`src/rtl/noc_flit_pkg.sv`:
```
// Shared flit definitions for the router input path: widths, flit type
// encoding and the bit positions of the flit_req bundle.
package noc_flit_pkg;

    localparam int FLIT_W     = 34;
    localparam int REQ_W      = 37;
    localparam int NUM_VC_DEF = 3;

    localparam int TYPE_HI   = 33;
    localparam int TYPE_LO   = 32;
    localparam int ROUTE_HI  = 31;
    localparam int ROUTE_LO  = 30;
    localparam int VC_HI     = 2;
    localparam int VC_LO     = 1;
    localparam int VALID_BIT = 0;

    typedef enum logic [1:0] {
        FT_HEAD = 2'b00,
        FT_BODY = 2'b01,
        FT_TAIL = 2'b10,
        FT_RSVD = 2'b11
    } flit_type_e;

    // The reserved encoding closes a packet exactly like a TAIL.
    function automatic logic closes_pkt(input flit_type_e t);
        return (t == FT_TAIL) || (t == FT_RSVD);
    endfunction

endpackage

```
`src/rtl/input_vc_buffer_if.sv`:
```
// Link-side and router-side signals of input_vc_buffer; master drives the
// link flit and the downstream ready, slave is the buffer itself.
interface input_vc_buffer_if
    import noc_flit_pkg::*;
#(
    parameter int NUM_VC = NUM_VC_DEF,
    parameter int FLIT_W = noc_flit_pkg::FLIT_W
);
    logic              fin_valid_i;
    logic [1:0]        fin_vc_i;
    logic [FLIT_W-1:0] fin_flit_i;
    logic [NUM_VC-1:0] fin_ready_o;
    logic [FLIT_W+2:0] flit_req_o;
    logic              fout_ready_i;
    logic [NUM_VC-1:0] vc_empty_o;

    modport master (
        output fin_valid_i, fin_vc_i, fin_flit_i, fout_ready_i,
        input  fin_ready_o, flit_req_o, vc_empty_o
    );

    modport slave (
        input  fin_valid_i, fin_vc_i, fin_flit_i, fout_ready_i,
        output fin_ready_o, flit_req_o, vc_empty_o
    );
endinterface

```
`src/rtl/vc_fifo.sv`:
```
// Single-VC synchronous FIFO with async reset; a write while full is dropped
// even when a read happens in the same cycle.
module vc_fifo
    import noc_flit_pkg::*;
#(
    parameter int DEPTH = 4,
    parameter int W     = 34,
    localparam int AW   = $clog2(DEPTH)
) (
    input  logic          clk,
    input  logic          arst,
    input  logic          wr_en,
    input  logic [W-1:0]  wr_data,
    input  logic          rd_en,
    output logic [W-1:0]  rd_data,
    output logic [AW:0]   count,
    output logic          empty
);
    logic [W-1:0]  mem [DEPTH];
    logic [AW-1:0] wr_ptr;
    logic [AW-1:0] rd_ptr;
    logic          full;
    logic          do_wr;
    logic          do_rd;

    assign full    = (count == (AW+1)'(DEPTH));
    assign empty   = (count == '0);
    assign do_wr   = wr_en && !full;
    assign do_rd   = rd_en && !empty;
    assign rd_data = mem[rd_ptr];

    always_ff @(posedge clk or posedge arst) begin
        if (arst) begin
            wr_ptr <= '0;
            rd_ptr <= '0;
            count  <= '0;
        end else begin
            if (do_wr) wr_ptr <= wr_ptr + 1'b1;
            if (do_rd) rd_ptr <= rd_ptr + 1'b1;
            case ({do_wr, do_rd})
                2'b10:   count <= count + 1'b1;
                2'b01:   count <= count - 1'b1;
                default: count <= count;
            endcase
        end
    end

    // Storage needs no reset: an empty count hides stale entries.
    always_ff @(posedge clk) begin
        if (do_wr) mem[wr_ptr] <= wr_data;
    end
endmodule

```
`src/rtl/input_vc_buffer.sv`:
```
// Per-VC input buffer with round-robin VC pick and wormhole lock.
// Optional zero-latency bypass into an empty selected VC: INPUT_VC_BUF_BYPASS_EN.
//
//  state    | meaning
//  ---------+-----------------------------------------------------------
//  ST_IDLE  | no lock; present first non-empty VC after rr_ptr
//  ST_STALL | candidate frozen in sel_vc until downstream takes it
//  ST_PKT   | packet in flight on sel_vc; only that VC is served
module input_vc_buffer
    import noc_flit_pkg::*;
#(
    parameter int NUM_VC     = NUM_VC_DEF,
    parameter int FIFO_DEPTH = 4,
    parameter int FLIT_W     = noc_flit_pkg::FLIT_W
) (
    input logic              clk,
    input logic              arst,
    input_vc_buffer_if.slave bus
);
    localparam int AW = $clog2(FIFO_DEPTH);
    localparam int CW = AW + 1;

    localparam logic [1:0] ST_IDLE  = 2'd0;
    localparam logic [1:0] ST_STALL = 2'd1;
    localparam logic [1:0] ST_PKT   = 2'd2;

    logic [1:0]        state;
    logic [1:0]        rr_ptr;
    logic [1:0]        sel_vc;

    logic [NUM_VC-1:0] wr_en;
    logic [NUM_VC-1:0] rd_en;
    logic [NUM_VC-1:0] empty;
    logic [NUM_VC-1:0] full;
    logic [NUM_VC-1:0] byp_vec;
    logic [NUM_VC-1:0] nonempty_eff;
    logic [FLIT_W-1:0] head [NUM_VC];
    logic [CW-1:0]     count [NUM_VC];

    logic              vc_ok;
    logic              cand_found;
    logic [1:0]        cand_vc;
    logic              out_valid;
    logic [1:0]        out_vc;
    logic              out_byp;
    logic [FLIT_W-1:0] out_flit;
    flit_type_e        out_type;
    logic              xfer;
    logic              byp_take;

    for (genvar v = 0; v < NUM_VC; v++) begin : g_vc
        vc_fifo #(
            .DEPTH (FIFO_DEPTH),
            .W     (FLIT_W)
        ) u_fifo (
            .clk     (clk),
            .arst    (arst),
            .wr_en   (wr_en[v]),
            .wr_data (bus.fin_flit_i),
            .rd_en   (rd_en[v]),
            .rd_data (head[v]),
            .count   (count[v]),
            .empty   (empty[v])
        );
        assign full[v] = (count[v] == CW'(FIFO_DEPTH));
    end

    assign vc_ok = bus.fin_valid_i && (32'(bus.fin_vc_i) < NUM_VC);

`ifdef INPUT_VC_BUF_BYPASS_EN
    always_comb begin
        byp_vec = '0;
        for (int v = 0; v < NUM_VC; v++)
            byp_vec[v] = vc_ok && (bus.fin_vc_i == 2'(v)) && empty[v];
    end
    assign out_byp  = byp_vec[out_vc];
    assign out_flit = out_byp ? bus.fin_flit_i : head[out_vc];
`else
    assign byp_vec  = '0;
    assign out_byp  = 1'b0;
    assign out_flit = head[out_vc];
`endif

    assign nonempty_eff = ~empty | byp_vec;

    // Scan from farthest to nearest so the first hit after rr_ptr wins.
    always_comb begin
        cand_found = 1'b0;
        cand_vc    = 2'd0;
        for (int k = NUM_VC; k >= 1; k--) begin
            if (nonempty_eff[(int'(rr_ptr) + k) % NUM_VC]) begin
                cand_found = 1'b1;
                cand_vc    = 2'((int'(rr_ptr) + k) % NUM_VC);
            end
        end
    end

    always_comb begin
        out_vc    = sel_vc;
        out_valid = 1'b0;
        case (state)
            ST_IDLE: begin
                out_vc    = cand_vc;
                out_valid = cand_found;
            end
            ST_STALL: out_valid = !empty[sel_vc];
            ST_PKT:   out_valid = nonempty_eff[sel_vc];
            default:  out_valid = 1'b0;
        endcase
    end

    assign out_type = flit_type_e'(out_flit[TYPE_HI:TYPE_LO]);
    assign xfer     = out_valid && bus.fout_ready_i;
    assign byp_take = xfer && out_byp;

    always_comb begin
        wr_en = '0;
        rd_en = '0;
        for (int v = 0; v < NUM_VC; v++) begin
            wr_en[v] = vc_ok && (bus.fin_vc_i == 2'(v)) && !full[v] && !byp_take;
            rd_en[v] = xfer && !out_byp && (out_vc == 2'(v));
        end
    end

    assign bus.flit_req_o  = out_valid ? {out_flit, out_vc, 1'b1} : '0;
    assign bus.fin_ready_o = ~full;
    assign bus.vc_empty_o  = empty;

    always_ff @(posedge clk or posedge arst) begin
        if (arst) begin
            state  <= ST_IDLE;
            rr_ptr <= 2'd0;
            sel_vc <= 2'd0;
        end else begin
            case (state)
                ST_IDLE: begin
                    if (cand_found) begin
                        if (!bus.fout_ready_i) begin
                            sel_vc <= cand_vc;
                            state  <= ST_STALL;
                        end else if (out_type == FT_HEAD) begin
                            sel_vc <= cand_vc;
                            state  <= ST_PKT;
                        end else begin
                            rr_ptr <= cand_vc;
                        end
                    end
                end
                ST_STALL: begin
                    if (xfer) begin
                        if (out_type == FT_HEAD) begin
                            state <= ST_PKT;
                        end else begin
                            state  <= ST_IDLE;
                            rr_ptr <= sel_vc;
                        end
                    end
                end
                ST_PKT: begin
                    if (xfer && closes_pkt(out_type)) begin
                        state  <= ST_IDLE;
                        rr_ptr <= sel_vc;
                    end
                end
                default: state <= ST_IDLE;
            endcase
        end
    end
endmodule

```
`src/flat_wrapper.sv`:
```
// flat-port wrapper written by rule: the top's interface ports become plain ports
module input_vc_buffer_flat import noc_flit_pkg::*;
#(
    parameter int NUM_VC     = NUM_VC_DEF,
    parameter int FIFO_DEPTH = 4,
    parameter int FLIT_W     = noc_flit_pkg::FLIT_W
)
  (clk, arst, bus_fin_valid_i, bus_fin_vc_i, bus_fin_flit_i, bus_fout_ready_i, bus_fin_ready_o, bus_flit_req_o, bus_vc_empty_o);
  input_vc_buffer_if #(.NUM_VC(NUM_VC), .FLIT_W(FLIT_W)) bus_i ();
  input logic clk;
  input logic arst;
  input wire logic [$bits(bus_i.fin_valid_i)-1:0] bus_fin_valid_i;
  input wire logic [$bits(bus_i.fin_vc_i)-1:0] bus_fin_vc_i;
  input wire logic [$bits(bus_i.fin_flit_i)-1:0] bus_fin_flit_i;
  input wire logic [$bits(bus_i.fout_ready_i)-1:0] bus_fout_ready_i;
  output wire logic [$bits(bus_i.fin_ready_o)-1:0] bus_fin_ready_o;
  output wire logic [$bits(bus_i.flit_req_o)-1:0] bus_flit_req_o;
  output wire logic [$bits(bus_i.vc_empty_o)-1:0] bus_vc_empty_o;
  assign bus_i.fin_valid_i = bus_fin_valid_i;
  assign bus_i.fin_vc_i = bus_fin_vc_i;
  assign bus_i.fin_flit_i = bus_fin_flit_i;
  assign bus_i.fout_ready_i = bus_fout_ready_i;
  assign bus_fin_ready_o = bus_i.fin_ready_o;
  assign bus_flit_req_o = bus_i.flit_req_o;
  assign bus_vc_empty_o = bus_i.vc_empty_o;
  input_vc_buffer #(.NUM_VC(NUM_VC), .FIFO_DEPTH(FIFO_DEPTH), .FLIT_W(FLIT_W)) u_core (.clk(clk), .arst(arst), .bus(bus_i));
endmodule
```
`config.mk`:
```
export PLATFORM = sky130hd
export DESIGN_NAME = input_vc_buffer_flat
export DESIGN_NICKNAME = d
export VERILOG_FILES = /design/src/rtl/noc_flit_pkg.sv /design/src/rtl/input_vc_buffer_if.sv /design/src/rtl/vc_fifo.sv /design/src/rtl/input_vc_buffer.sv /design/src/flat_wrapper.sv
export SDC_FILE = /design/constraint.sdc
export NUM_CORES = 1
export LEC_CHECK = 0
export ABC_CLOCK_PERIOD_IN_PS = 3100
export CORE_UTILIZATION = 40
export CTS_CLUSTER_SIZE = 40
export DETAILED_ROUTE_END_ITERATION = 8
export DONT_BUFFER_PORTS = 1
export SLEW_MARGIN = 15
export SYNTH_ARGS = -nofsm -noshare
export SYNTH_HDL_FRONTEND = slang
export SYNTH_SLANG_ARGS = --single-unit
```
`constraint.sdc`:
```
create_clock -name clk -period 3.1 [get_ports clk]
set_clock_uncertainty 0.1 [all_clocks]
set_input_delay 0.31 -clock clk [delete_from_list [all_inputs] [get_ports clk]]
set_output_delay 0.31 -clock clk [all_outputs]
set_load 0.05 [all_outputs]
```
# Word-level counts from Yosys, hierarchy flattened
# Memories as Yosys holds them, arrays and structs flattened.
# Cells that the tools add are included.
[totals]
regBits = 27
input_bits = 40
n_memories = 3
out_inout_bits = 43
mem_bits_rw = 408
[classes]
n_lt_le_gt_ge = 6
muxes = 50
n_eq_ne = 25
n_bitwise = 3
add_sub_neg = 15
n_div = 3
n_reduce_logical = 40
[mem_list]
columns = ["name", "depth", "width", "rd", "rd_clocked_by_memory_dff", "write_ports", "line_no", "rtl"]
rows = [
  ["u_core.g_vc[0].u_fifo.mem", 4, 34, 1, 0, 1, "vc_fifo.sv:19", "logic [W-1:0] mem [DEPTH];"],
  ["u_core.g_vc[1].u_fifo.mem", 4, 34, 1, 0, 1, "vc_fifo.sv:19", ""],
  ["u_core.g_vc[2].u_fifo.mem", 4, 34, 1, 0, 1, "vc_fifo.sv:19", ""],
]
[op_table]
columns = ["cell", "count"]
rows = [
  ["32-bit by 4-bit less-than comparator with 1-bit output (second input constant)", 3],
  ["32-bit by 3-bit remainder unit with 32-bit output (second input constant)", 3],
  ["34-bit binary-select mux with 2-bit select", 1],
  ["34-bit two-way mux", 2],
  ["37-bit two-way mux", 1],
  ["2-bit two-way mux", 18],
  ["1-bit logical AND", 18],
  ["3-bit case mux with 2 select lines", 3],
  ["1-bit two-way mux", 17],
  ["2-bit equality test (second input constant)", 8],
  ["2-bit by 1-bit adder with 2-bit output (second input constant)", 6],
  ["2-bit by 1-bit equality test with 1-bit output (second input constant)", 6],
  ["2-bit case mux with 3 select lines", 2],
  ["1-bit binary-select mux with 2-bit select", 5],
  ["3-bit by 1-bit adder with 3-bit output (second input constant)", 3],
  ["3-bit equality test (second input constant)", 3],
  ["3-bit logical NOT", 3],
  ["3-bit by 1-bit subtractor with 3-bit output (second input constant)", 3],
  ["2-bit logical NOT", 4],
  ["2-bit by 1-bit inequality test with 1-bit output (second input constant)", 4],
  ["1-bit logical NOT", 7],
  ["7-bit AND reduction", 1],
  ["2-bit by 2-bit adder with 3-bit output (second input constant)", 2],
  ["2-bit inequality test (second input constant)", 3],
  ["13 further kinds", 16],
]

# Longest topological paths before layout
[logic_depth]
word_depth = 18
mapped_depth = 17
depth_no_buf = 14

# Hierarchy
# A second synthesis with hierarchy kept.
[unflattened]
cells_unflattened = 961
area_unflattened_um2 = 18067.3
[by_module_without_submodules]
columns = ["mod", "cells_each", "seq_area_each_um2", "area_per_inst_um2", "n_inst"]
rows = [
  ["vc_fifo", 216, 4259.1, 5392.7, 3],
  ["input_vc_buffer", 313, 150.1, 1889.3, 1],
]

# Worst setup path after synthesis
# OpenSTA, ideal clock, no wires.
[synth_path]
kind = "flip-flop to output port"
from = "register u_core.rr_ptr[0]"
to = "output port bus_flit_req_o[36]"
path_stages_with_launch = 12
t_required_ps = 2690
arrival_time_ps = 3008
path_slack_ps = -318
cell_sequence = "dfrtp_1 > inv_1 > ha_1 > clkbuf_1 > nor4b_1 > o21ai_0 > a21oi_1 > a21o_1 > buf_4 > buf_2 > buf_1 > a211oi_1"
[synth_between]
elab_chain_len = 14
elab_cells_between_ends = 28
classes_between = "3 x add/sub; 3 x div; 21 x mux; 1 x bitwise"
[synth_lines]
columns = ["item", "line_no", "rtl"]
rows = [
  ["from (decl)", "input_vc_buffer.sv:28", "logic [1:0] rr_ptr;"],
  ["from (signal assigned)", "input_vc_buffer.sv:145", "rr_ptr <= cand_vc;"],
  ["from (signal assigned)", "input_vc_buffer.sv:155", "rr_ptr <= sel_vc;"],
  ["from (signal assigned)", "input_vc_buffer.sv:162", "rr_ptr <= sel_vc;"],
  ["2-bit by 2-bit adder with 3-bit output", "input_vc_buffer.sv:91, input_vc_buffer.sv:93", ""],
  ["32-bit by 3-bit remainder unit with 32-bit output", "input_vc_buffer.sv:91, input_vc_buffer.sv:93", ""],
  ["1-bit binary-select mux with 2-bit select", "input_vc_buffer.sv:91", "if (nonempty_eff[(int'(rr_ptr) + k) % NUM_VC]) begin"],
  ["1-bit two-way mux (not written as such) (2 in series)", "input_vc_buffer.sv:91", ""],
  ["2-bit two-way mux (3 in series)", "input_vc_buffer.sv:91", ""],
  ["2-bit two-way mux", "input_vc_buffer.sv:101", "case (state)"],
  ["2-bit inverter with 3-bit output (not written as such)", "input_vc_buffer.sv:81", "assign out_flit = head[out_vc];"],
  ["34-bit binary-select mux with 2-bit select", "input_vc_buffer.sv:81", ""],
  ["34-bit two-way mux (not written as such) (2 in series)", "input_vc_buffer.sv:81", ""],
  ["37-bit two-way mux (*)", "input_vc_buffer.sv:125", "assign bus.flit_req_o = out_valid ? {out_flit, out_vc, 1'b1} : '0;"],
  ["to (decl)", "flat_wrapper.sv:17", "output wire logic [$bits(bus_i.flit_req_o)-1:0] bus_flit_req_o;"],
]
# Every way passes the cells marked *; elsewhere a longest branch is shown, timed or not. The select of a mux whose other input is x is not followed.

# Worst setup path after layout
[layout_path]
from = "register u_core.g_vc[1].u_fifo.count[0]"
to = "output port bus_flit_req_o[3]"
[layout_between]
elab_chain_len = 14
elab_cells_between_ends = 29
classes_between = "25 x mux; 2 x bitwise; 2 x reduce/logical"
[layout_lines]
columns = ["item", "line_no", "rtl"]
rows = [
  ["from (decl)", "vc_fifo.sv:16", "output logic [AW:0] count,"],
  ["from (signal assigned)", "vc_fifo.sv:41", "2'b10: count <= count + 1'b1;"],
  ["from (signal assigned)", "vc_fifo.sv:42", "2'b01: count <= count - 1'b1;"],
  ["from (signal assigned)", "vc_fifo.sv:43", "default: count <= count;"],
  ["3-bit logical NOT (*)", "vc_fifo.sv:27", "assign empty = (count == '0);"],
  ["3-bit inverter", "input_vc_buffer.sv:84", "assign nonempty_eff = ~empty | byp_vec;"],
  ["1-bit binary-select mux with 2-bit select", "input_vc_buffer.sv:91", ""],
  ["1-bit two-way mux (not written as such) (2 in series)", "input_vc_buffer.sv:91", ""],
  ["2-bit two-way mux (3 in series)", "input_vc_buffer.sv:91", ""],
  ["2-bit two-way mux", "input_vc_buffer.sv:101", ""],
  ["2-bit inverter with 3-bit output (not written as such)", "input_vc_buffer.sv:81", ""],
  ["34-bit binary-select mux with 2-bit select", "input_vc_buffer.sv:81", ""],
  ["34-bit two-way mux (not written as such) (2 in series)", "input_vc_buffer.sv:81", ""],
  ["37-bit two-way mux (*)", "input_vc_buffer.sv:125", ""],
]
# Marked as above.

==> metrics.md <==
| Metric | Value |
|---|---|
| First-pass GRT wire length | 59300 µm |
| Met3 WL | 1780 µm |
| Final Hold Fails | 0 |
| Placer Congestion | 0.821 |
| Tmin final | 3500 ps |
| Delay-heaviest family, CP | simple AND/OR/NAND/NOR gates |
| Initial Util | 40.8% |
| Average wire per standard cell | 23.3 µm |
| Crit path kind | reg2out |
| Routed WL | 39600 µm |
| CP bufs+invs | 4 |
| Core area | 43400 µm² |
| Fmax | 286 MHz |
| Clock latency on the worst-skew pair | 570 ps |
| Port-buffer cells | 0 |
| Fin worst setup slack | -398 ps |
| Syn nets | 980 |
| Slew HR | 59.9% |
| Crit path DAT | 3090 ps |
| Maximum fanout along the worst path | 7 |
| Clock Tree Root | clkbuf_16 |
| CP required | 2690 ps |
| Die ar. | 45000 µm² |
| Hold WS | 102 ps |
| GRT Resource Usage Total | 18.1% |
| Commonest non-fill, non-tap cell in the layout | edfxtp_1 |
| Area grow syn2layout | 27.4% |
| CTS tree | done |
| Clock Path Buffers | 3 |
| Seq/Total Area, Yosys | 73.1% |
| Max Cap Violations | 0 |
| 1st-iter DRT viols | 720 |
| Row cnt | 76 |
| Post-synth ARST share | 6.21% |
| Largest net degree at the start of global routing | 37 |
| Master of the slowest instance on the critical path | dfrtp_2 |
| Failing checks | negative setup slack |
| Wl on met1 | 18000 µm |
| Total congestion overflow | 0 |
| Synth Register Bits | 435 |
| CTS Buf Count | 46 |
| Number of enable flip-flop cells after synthesis | 408 |
| Delay of the slowest cell on the worst path | 440 ps |
| Post-layout net count | 1151 |
| Post-synthesis area per instance | 19.3 µm² |
| Cells after Synth | 915 |
| Final setup violating endpoints | 38 |
| Vias post-DR | 9023 |
| Mapped Area | 17700 µm² |
| DRT antenna net count | 0 |
| Fin. max-slew vios | 0 |
| Tcrit/Tclk final | 113% |
| Vias in the first global route | 9500 |
| DRT Pass-1 Iters | 5 |
| Initial antenna violation count | 2 |
| Die extent in x | 212 µm |
| I/O pin total | 83 |
| CP startpoint kind | flip-flop |
| Worst path cell trace | or3_4 > inv_4 > o21ai_0 > a21oi_2 > a21o_4 > buf_6 > and2_4 > buf_12 > a21oi_2 > nor2_2 > buf_6 |
| Worst hold path class | in2reg |
| Run status | complete, but fails checks |
| Most frequent cells in the layout | 408 x edfxtp_1, 102 x mux4_2, 62 x buf_4, 56 x buf_12, 47 x clkbuf_16 |
| Crit. End Element | primary output |
| Vias per Instance | 5.30 |
| H-tree depth | 2 |
| Residual DRC | 0 |
| Detail Placement HPWL | 23100 µm |
| Post-Place Setup Slack | -161 ps |
| Worst-Margin Slew | 602 ps |
| Layout cells sized above 1 | 41.3% |
| Chip Height | 212 µm |
| Clk sinks | 435 |
| Ys Warns | 0 |
| RSZ-0062 raised after global routing | yes |
| Yosys cell types | 60 |
| Ys flop type | edfxtp_1 |
| Top sig layer | met4 |
| Met2 routed WL | 19200 µm |
| Worst-path clk slew | 60 ps |
cells by family after synthesis:
logic type      synth area share, %
xor+xnor                      0.892
buf+inv                        2.03
simple gates                   3.68
mux                            15.7
compound gates                 2.66
flops                          73.1
fa+ha+maj                      1.90
state kept, by name, indices dropped and copies added (netlist names):
name	flops
u_core.state	2
u_core.g_vc.u_fifo.rd_ptr	6
u_core.rr_ptr	2
u_core.g_vc.u_fifo.mem	408
u_core.g_vc.u_fifo.wr_ptr	6
u_core.sel_vc	2
u_core.g_vc.u_fifo.count	9
path summary, 6_finish.rpt:
path,slack (ps),cells past startpoint,endpoint,start
setup / recovery,-400,11,bus_flit_req_o[3],u_core.g_vc[1].u_fifo.count[0]$_DFFE_PP0P_
hold / removal,100,2,u_core.g_vc[2].u_fifo.wr_ptr[0]$_DFFE_PP0P_,bus_fin_valid_i
setup reg to reg,-120,14,u_core.g_vc[1].u_fifo.count[2]$_DFFE_PP0P_,u_core.rr_ptr[1]$_DFFE_PP0P_
hold reg to reg,400,1,u_core.g_vc[2].u_fifo.count[2]$_DFFE_PP0P_,u_core.g_vc[2].u_fifo.count[2]$_DFFE_PP0P_
max in group asynchronous,2440,3,u_core.g_vc[1].u_fifo.rd_ptr[0]$_DFFE_PP0P_,arst
min in group asynchronous,160,3,u_core.g_vc[1].u_fifo.count[2]$_DFFE_PP0P_,arst
metrics by stage:
step	instances	utilization [%]	cell area [µm²]	setup TNS (ps)
after floorplan	915	-	17800	-62.1
after global placement	1557	45.6	19800	-449
after detailed placement	1557	45.6	19800	-1210
after CTS	1689	51.2	22200	-11810
after global routing	1704	51.9	22500	-17290
final	1704	51.9	22500	-12250
cell usage after synthesis, types with 4 or more instances:
master,n,share of area (%)
mux4_2,102,13
nor2b_1,8,0.28
nand3_1,5,0.14
xor2_1,9,0.45
a21o_1,4,0.17
edfxtp_1,408,69
and2_1,13,0.46
xnor2_1,9,0.45
o21ai_0,6,0.17
buf_4,8,0.34
buf_1,5,0.11
a21oi_1,38,1.1
nor2_1,78,1.7
nand2_1,10,0.21
buf_2,11,0.31
inv_1,29,0.62
clkbuf_1,27,0.57
mux2i_1,41,2.3
dfrtp_1,27,3.8
ha_1,22,1.6
layer usage:
layer	up-vias	global-route usage [%]
met5	-	0
met4	0	5.06
met3	47	2.75
met2	217	28.9
met1	4787	25.8
li1	3972	-
area by class of cell:
type,instances,area (µm²)
well taps,585,732
diodes,2,5.00
fillers,3481,20800
clock inverters,26,221
inverters,30,115
multi-input cells,398,5080
clock buffers,53,1180
flip-flops and latches,435,12900
repair buffers,175,2260
repair_timing:
action                                 in CTS  in global routing
gates resized for setup                   106                 45
setup endpoints to repair                  40                 47
endpoints found under the hold margin     440                  0
buffers inserted                           13                 12
hold buffers                               38                  0
gates cloned                                3                  1
pin swaps                                  19                 37
Power is not shown: default switching activity piles up to over one toggle a cycle in this logic, so the estimate is an artifact.
